==> src/rtl/note_square_synth_if.sv <==
`default_nettype none
// ---------------------------------------------------------------------------
// note_square_synth_if : audio controller FIFO sample/handshake bundle
// Rev 1.0
// ---------------------------------------------------------------------------
interface note_square_synth_if;
  logic        audio_in_available;
  logic        audio_out_allowed;
  logic [31:0] left_in;
  logic [31:0] right_in;
  logic [31:0] left_out;
  logic [31:0] right_out;
  logic        read_audio_in;
  logic        write_audio_out;

  modport master (
    input  audio_in_available,
    input  audio_out_allowed,
    input  left_in,
    input  right_in,
    output left_out,
    output right_out,
    output read_audio_in,
    output write_audio_out
  );

  modport slave (
    output audio_in_available,
    output audio_out_allowed,
    output left_in,
    output right_in,
    input  left_out,
    input  right_out,
    input  read_audio_in,
    input  write_audio_out
  );
endinterface
`default_nettype wire

==> src/rtl/note_square_synth.sv <==
`default_nettype none
// ---------------------------------------------------------------------------
// note_square_synth : note-ROM melody player mixing a square wave into audio
// Rev 1.0
// ---------------------------------------------------------------------------
module note_square_synth #(
  parameter int          ADDR_W     = 10,
  parameter int          DATA_W     = 20,
  parameter logic [31:0] AMPLITUDE  = 32'd1000000000,
  parameter logic [26:0] GAP_CYCLES = 27'd500000
) (
  input  wire logic                CLOCK_50,
  input  wire logic                reset,
  input  wire logic                enable,
  input  wire logic [ADDR_W-1:0]   last_addr,
  input  wire logic [26:0]         tempo_limit,
  output logic      [ADDR_W-1:0]   rom_address,
  input  wire logic [DATA_W-1:0]   rom_q,
  note_square_synth_if.master      audio,
  output logic                     playing
);

  typedef enum logic [1:0] {
    S_IDLE  = 2'd0,
    S_FETCH = 2'd1,
    S_LATCH = 2'd2,
    S_PLAY  = 2'd3
  } state_t;

  localparam logic [ADDR_W-1:0] ADDR_ONE = {{(ADDR_W-1){1'b0}}, 1'b1};
  localparam logic [DATA_W-1:0] TONE_ONE = {{(DATA_W-1){1'b0}}, 1'b1};

  state_t              state_q, state_d;
  logic [ADDR_W-1:0]   rom_address_q, rom_address_d;
  logic [DATA_W-1:0]   half_period_q, half_period_d;
  logic [DATA_W-1:0]   tone_cnt_q, tone_cnt_d;
  logic [26:0]         tempo_cnt_q, tempo_cnt_d;
  logic                phase_q, phase_d;

  logic                tempo_hit;
  logic                in_gap;
  logic [31:0]         sound;

  assign tempo_hit = (tempo_cnt_q >= tempo_limit);
  // 28-bit sum so a large GAP_CYCLES cannot wrap and unmute the note
  assign in_gap    = ({1'b0, tempo_cnt_q} + {1'b0, GAP_CYCLES}) > {1'b0, tempo_limit};

  always_ff @(posedge CLOCK_50) begin
    if (reset) begin
      state_q       <= S_IDLE;
      rom_address_q <= '0;
      half_period_q <= '0;
      tone_cnt_q    <= '0;
      tempo_cnt_q   <= '0;
      phase_q       <= 1'b0;
    end else begin
      state_q       <= state_d;
      rom_address_q <= rom_address_d;
      half_period_q <= half_period_d;
      tone_cnt_q    <= tone_cnt_d;
      tempo_cnt_q   <= tempo_cnt_d;
      phase_q       <= phase_d;
    end
  end

  always_comb begin
    state_d       = state_q;
    rom_address_d = rom_address_q;
    half_period_d = half_period_q;
    tone_cnt_d    = tone_cnt_q;
    tempo_cnt_d   = tempo_cnt_q;
    phase_d       = phase_q;

    if (!enable) begin
      // pause: address held, note restarts from LATCH on resume
      state_d = S_IDLE;
    end else begin
      case (state_q)
        S_IDLE:  state_d = S_FETCH;
        S_FETCH: state_d = S_LATCH;
        S_LATCH: begin
          half_period_d = rom_q;
          tone_cnt_d    = '0;
          tempo_cnt_d   = '0;
          phase_d       = 1'b0;
          state_d       = S_PLAY;
        end
        S_PLAY: begin
          if (tempo_hit) begin
            rom_address_d = (rom_address_q >= last_addr) ? '0 : rom_address_q + ADDR_ONE;
            state_d       = S_FETCH;
          end else begin
            tempo_cnt_d = tempo_cnt_q + 27'd1;
          end
          if (tone_cnt_q == half_period_q) begin
            tone_cnt_d = '0;
            phase_d    = ~phase_q;
          end else begin
            tone_cnt_d = tone_cnt_q + TONE_ONE;
          end
        end
        default: state_d = S_IDLE;
      endcase
    end
  end

  always_comb begin
    sound = 32'd0;
    if ((state_q == S_PLAY) && !in_gap && (half_period_q != '0)) begin
      sound = phase_q ? AMPLITUDE : (32'd0 - AMPLITUDE);
    end
  end

  assign audio.left_out        = audio.left_in  + sound;
  assign audio.right_out       = audio.right_in + sound;
  assign audio.read_audio_in   = audio.audio_in_available & audio.audio_out_allowed;
  assign audio.write_audio_out = audio.audio_in_available & audio.audio_out_allowed;
  assign rom_address           = rom_address_q;
  assign playing               = (state_q == S_PLAY);

endmodule
`default_nettype wire

==> src/flat_wrapper.sv <==
// flat-port wrapper written by rule: the top's interface ports become plain ports
module note_square_synth_flat 
#(
  parameter int          ADDR_W     = 10,
  parameter int          DATA_W     = 20,
  parameter logic [31:0] AMPLITUDE  = 32'd1000000000,
  parameter logic [26:0] GAP_CYCLES = 27'd500000
)
  (CLOCK_50, reset, enable, last_addr, tempo_limit, rom_address, rom_q, playing, audio_audio_in_available, audio_audio_out_allowed, audio_left_in, audio_right_in, audio_left_out, audio_right_out, audio_read_audio_in, audio_write_audio_out);
  note_square_synth_if audio_i ();
  input  wire logic CLOCK_50;
  input  wire logic reset;
  input  wire logic enable;
  input  wire logic [ADDR_W-1:0] last_addr;
  input  wire logic [26:0] tempo_limit;
  output logic      [ADDR_W-1:0] rom_address;
  input  wire logic [DATA_W-1:0] rom_q;
  output logic playing;
  input wire logic [$bits(audio_i.audio_in_available)-1:0] audio_audio_in_available;
  input wire logic [$bits(audio_i.audio_out_allowed)-1:0] audio_audio_out_allowed;
  input wire logic [$bits(audio_i.left_in)-1:0] audio_left_in;
  input wire logic [$bits(audio_i.right_in)-1:0] audio_right_in;
  output wire logic [$bits(audio_i.left_out)-1:0] audio_left_out;
  output wire logic [$bits(audio_i.right_out)-1:0] audio_right_out;
  output wire logic [$bits(audio_i.read_audio_in)-1:0] audio_read_audio_in;
  output wire logic [$bits(audio_i.write_audio_out)-1:0] audio_write_audio_out;
  assign audio_i.audio_in_available = audio_audio_in_available;
  assign audio_i.audio_out_allowed = audio_audio_out_allowed;
  assign audio_i.left_in = audio_left_in;
  assign audio_i.right_in = audio_right_in;
  assign audio_left_out = audio_i.left_out;
  assign audio_right_out = audio_i.right_out;
  assign audio_read_audio_in = audio_i.read_audio_in;
  assign audio_write_audio_out = audio_i.write_audio_out;
  note_square_synth #(.ADDR_W(ADDR_W), .DATA_W(DATA_W), .AMPLITUDE(AMPLITUDE), .GAP_CYCLES(GAP_CYCLES)) u_core (.CLOCK_50(CLOCK_50), .reset(reset), .enable(enable), .last_addr(last_addr), .tempo_limit(tempo_limit), .rom_address(rom_address), .rom_q(rom_q), .audio(audio_i), .playing(playing));
endmodule
==> config.mk <==
export PLATFORM = sky130hd
export DESIGN_NAME = note_square_synth_flat
export DESIGN_NICKNAME = d
export VERILOG_FILES = /design/src/rtl/note_square_synth_if.sv /design/src/rtl/note_square_synth.sv /design/src/flat_wrapper.sv
export SDC_FILE = /design/constraint.sdc
export NUM_CORES = 1
export LEC_CHECK = 0
export CORE_UTILIZATION = 39
export CTS_BUF_LIST = sky130_fd_sc_hd__clkbuf_4
export DETAILED_ROUTE_END_ITERATION = 12
export PLACE_DENSITY = 0.78
export SYNTH_ARGS = -nofsm -noshare
export SYNTH_HDL_FRONTEND = slang
export SYNTH_SLANG_ARGS = --single-unit
==> constraint.sdc <==
create_clock -name CLOCK_50 -period 10.4 [get_ports CLOCK_50]
set_clock_uncertainty 0.15 [all_clocks]
set_input_delay 3.12 -clock CLOCK_50 [delete_from_list [all_inputs] [get_ports CLOCK_50]]
set_output_delay 3.12 -clock CLOCK_50 [all_outputs]
set_load 0.02 [all_outputs]
==> summary.md <==
| Metric | Value |
|---|---|
| Drt drc | `0` |
| Drt initial violations | `942` |
| Final instance area | `0.0127 mm^2` |
| R2R setup slack | `6210 ps` |
| Complex-gate fraction of the synthesized area | `21.0%` |
| Initial core utilization | `40.3%` |
| Cell leakage power | `5.77 nW` |
| Fmax | `92.9 MHz` |
| Setup Crit Path Kind | `in -> out` |
| Post-layout net count | `1,661` |
| Slew headroom | `9.17%` |
| Vias in the first global route | `9,287` |
| CTS buffer count | `9` |
| Port Buffer Count | `166` |
| Syn-to-layout area delta | `60.0%` |
| FF-to-FF Start | `u_core.tempo_cnt_q[0]$_SDFFE_PP0P_` |
| # rows | `51` |
| R2R Path End | `u_core.tempo_cnt_q[26]$_SDFFE_PP0P_` |
| Synth Area in XOR/XNOR | `10.6%` |
| First-pass GRT wire length | `44.9 mm` |
| Total track usage | `27.2%` |
| Worst IR drop on VDD | `0.0883 mV` |
| Worst hold start | `u_core.half_period_q[0]$_SDFFE_PP0P_` |
| CP max stage delay | `490 ps` |
| Routed Antenna Nets | `0` |
| Max-Cap Viols | `0` |
| Layout cells sized above 1 | `31.9%` |
| Synth Area per Inst | `7.65 um^2` |
| Clock slew at reported path FFs | `120 ps` |
| Flop and latch count out of synthesis | `80` |
| Status | `finished, violations left` |
| Total clock sinks | `80` |
| Worst Tran Pin Value | `1360 ps` |
| HP Class | `reg -> reg` |
| Die span in x | `145 um` |
| Mapped Cells | `1,038` |
| Area share of the largest cell type after synthesis | `20.2%` |
| Req. time, crit path | `7130 ps` |
| Initial antenna violation count | `2` |
| Failing checks | `negative setup slack` |
| Htree depth | `3` |
| Non-Filler Instances | `1,697` |
| Library cells used by synthesis | `60` |
| WL per Instance | `18.7 um` |
| Via density | `5.78` |
| WHS Path Cells | `2` |
| PwrDens | `59.5 mW/mm^2` |
| Pin count of the biggest net entering global routing | `43` |
| IO Count | `203` |
| RSZ-0062 raised after global routing | `true` |
| Adder-Cell Fraction of Synth Area | `17.8%` |
| Crit path launch type | `primary input` |
| Total grt overflow | `0` |
| CP max FO | `6` |
| Largest family of logic cells by synthesized area | `simple AND/OR/NAND/NOR gates` |
| Chip height | `145 um` |
| Period utilization | `103%` |
| Hold-fix buffers, CTS | `0` |
| Detailed placement HPWL | `18.2 mm` |
| Final setup fails | `59` |
| Worst-path cell chain | `dlygate4sd2_1 -> inv_2 -> ha_4 -> buf_4 -> nand4_1 -> nor3_2 -> buf_4 -> nand2_4 -> a21oi_4 -> nor2b_4 -> buf_8 -> ha_4 -> nand2_2 -> a211oi_2 -> o41a_1 -> o211a_1 -> a211o_1 -> o41a_1 -> xor2_2 -> buf_6` |
| Top_reg_cell synth | `dfxtp_1` |
| Placed insts | `1,559` |
| CTS root buf | `clkbuf_4` |
| Max Root-Sink Buffers | `2` |
| Hold-critical path endpoint | `u_core.half_period_q[0]$_SDFFE_PP0P_` |
| Post-Syn Area | `0.00794 mm^2` |
| Worst Slack Setup Final | `-360 ps` |
| Simple-Gate Fraction of Synth Area | `23.5%` |
| Vias | `9,808` |
| Sequential area share after synthesis | `20.2%` |
| Drt first pass iters | `6` |
| Post-synthesis mux area share | `0.378%` |
| Tmin final | `10,760 ps` |
| Setup_tns | `-8690 ps` |
| Core ar. | `0.0197 mm^2` |
| Final wirelength | `31.7 mm` |
| Reg2reg path depth | `22` |
| Layout Utilization | `64.5%` |
| Syn nets | `1,276` |
| Crit path DAT | `7490 ps` |
| Leading area contributor after synthesis | `dfxtp_1` |
| Syn. warnings | `0` |
| Async SR Flop Fraction | `0%` |
| Setup crit end kind | `primary output` |
| Post-synth EDFFs | `0` |
| Clk Latency, worst-skew pair | `500 ps` |
| Area of placed instances | `0.0108 mm^2` |
| Top post-synthesis cells by area | `dfxtp_1 20%, ha_1 17%, xnor2_1 6.4%` |
| CTS tree | `done` |
| Max-slew violation count | `0` |
| Crit path max-delay cell type | `nor3_2` |
| Count of final hold-check violations | `0` |
| Die area | `0.0209 mm^2` |
| RD Place Congestion | `0.889` |
[layer usage]
metal / part of all wire [%] / GRT usage [%] / vias up
met1: 38 / 30.6 / 4510
met4: 6.4 / 16.5 / 0
met3: 9.4 / 6.02 / 207
li1: - / - / 4497
met2: 46 / 46.9 / 594
met5: 0 / 0 / -
[Yosys cell counts, types with 26 or more instances]
cell      instances
dfxtp_1          80
nand3_1          38
o21ai_0          38
ha_1            110
nand2_1         108
a21o_1           38
inv_1            62
xnor2_1          58
clkbuf_1         26
nor2_1           75
a21oi_1          88
xor2_1           38
[registers in the layout (all words and copies together), names as in the netlist]
register              count
u_core.half_period_q     20
u_core.tone_cnt_q        20
u_core.tempo_cnt_q       27
u_core.state_q            2
u_core.phase_q            1
u_core.rom_address       10
[cells by family (layout without fill, tap and decap cells)]
| group | after synthesis | in the layout |
|---|---|---|
| AOI/OAI and AO/OA | 258 | 260 |
| buffers and inverters | 116 | 504 |
| and+or+nand+nor | 373 | 373 |
| xor gates and xnor gates | 96 | 96 |
| adders and majority gates | 112 | 112 |
| muxes | 3 | 3 |
| other | 0 | 4 |
| DFF | 80 | 80 |
[worst max-delay path: cells and delay by family]
family | cells | cell delay, ps
AOI/OAI and AO/OA | 6 | 1650
and+or+nand+nor | 5 | 1170
buffers and inverters | 6 | 900
adders and majority gates | 2 | 490
xor gates and xnor gates | 1 | 160
[placed cells by master, fill, tap and decap left out, types with 10 or more instances in the layout]
master and n:
buf_4 264, clkdlybuf4s50_1 111, nand2_1 103, dfxtp_1 80, nor2_1 73, a21oi_1 70, ha_1 65, xnor2_1 58
ha_4 43, a21o_1 38, xor2_1 37, nand3_1 37, inv_1 34, inv_2 27, o21ai_0 27, nand4_1 22
or4_1 22, and3_1 18, a21oi_2 17, o211ai_1 16, dlygate4sd2_1 16, nor3_1 14, nand2b_1 10, or3_1 10
o21ai_1 10, o21a_1 10, nor4_1 10, a211oi_1 10, buf_6 10
[timing repair]
action,CTS,global route
pin swaps,63,59
gates cloned,0,2
setup endpoints to repair,40,57
buffers inserted,100,19
resized for setup,189,143
[worst max path at each step]
stage,from,endpoint,depth (start not counted)
finish,tempo_limit[5],audio_right_out[30],20
global route,tempo_limit[5],audio_left_out[31],21
CTS,tempo_limit[1],audio_left_out[31],22
detailed placement,tempo_limit[1],audio_left_out[25],24
global placement,tempo_limit[1],audio_right_out[30],22
floorplan,tempo_limit[1],audio_right_out[30],19
[report_power, final]
group          internal [mW]  total, mW  switching (mW)
logic                  0.122      0.225           0.103
clock network         0.0978      0.222           0.124
registers              0.308      0.310         0.00157
total                  0.528      0.756           0.229
[stage by stage]
stage	setup slack, ps	total power [mW]	hold slack [ps]
floorplan	5.55	0.400	311
global placement	-1150	0.487	323
detailed placement	-1390	0.490	331
CTS	-27.9	0.731	347
global route	-386	0.783	362
finish	-360	0.756	345
[layout make-up]
type                    instances  area (um^2)
fillers                      1522         7010
diodes                          4         10.0
inverters                      62          235
clock buffers                   9         67.6
well taps                     265          332
multi-input cells             844         6800
clock inverters                 7         95.1
flip-flops and latches         80         1600
repair buffers                426         3570
No activity file was read; power rests on OpenSTA's default activity.
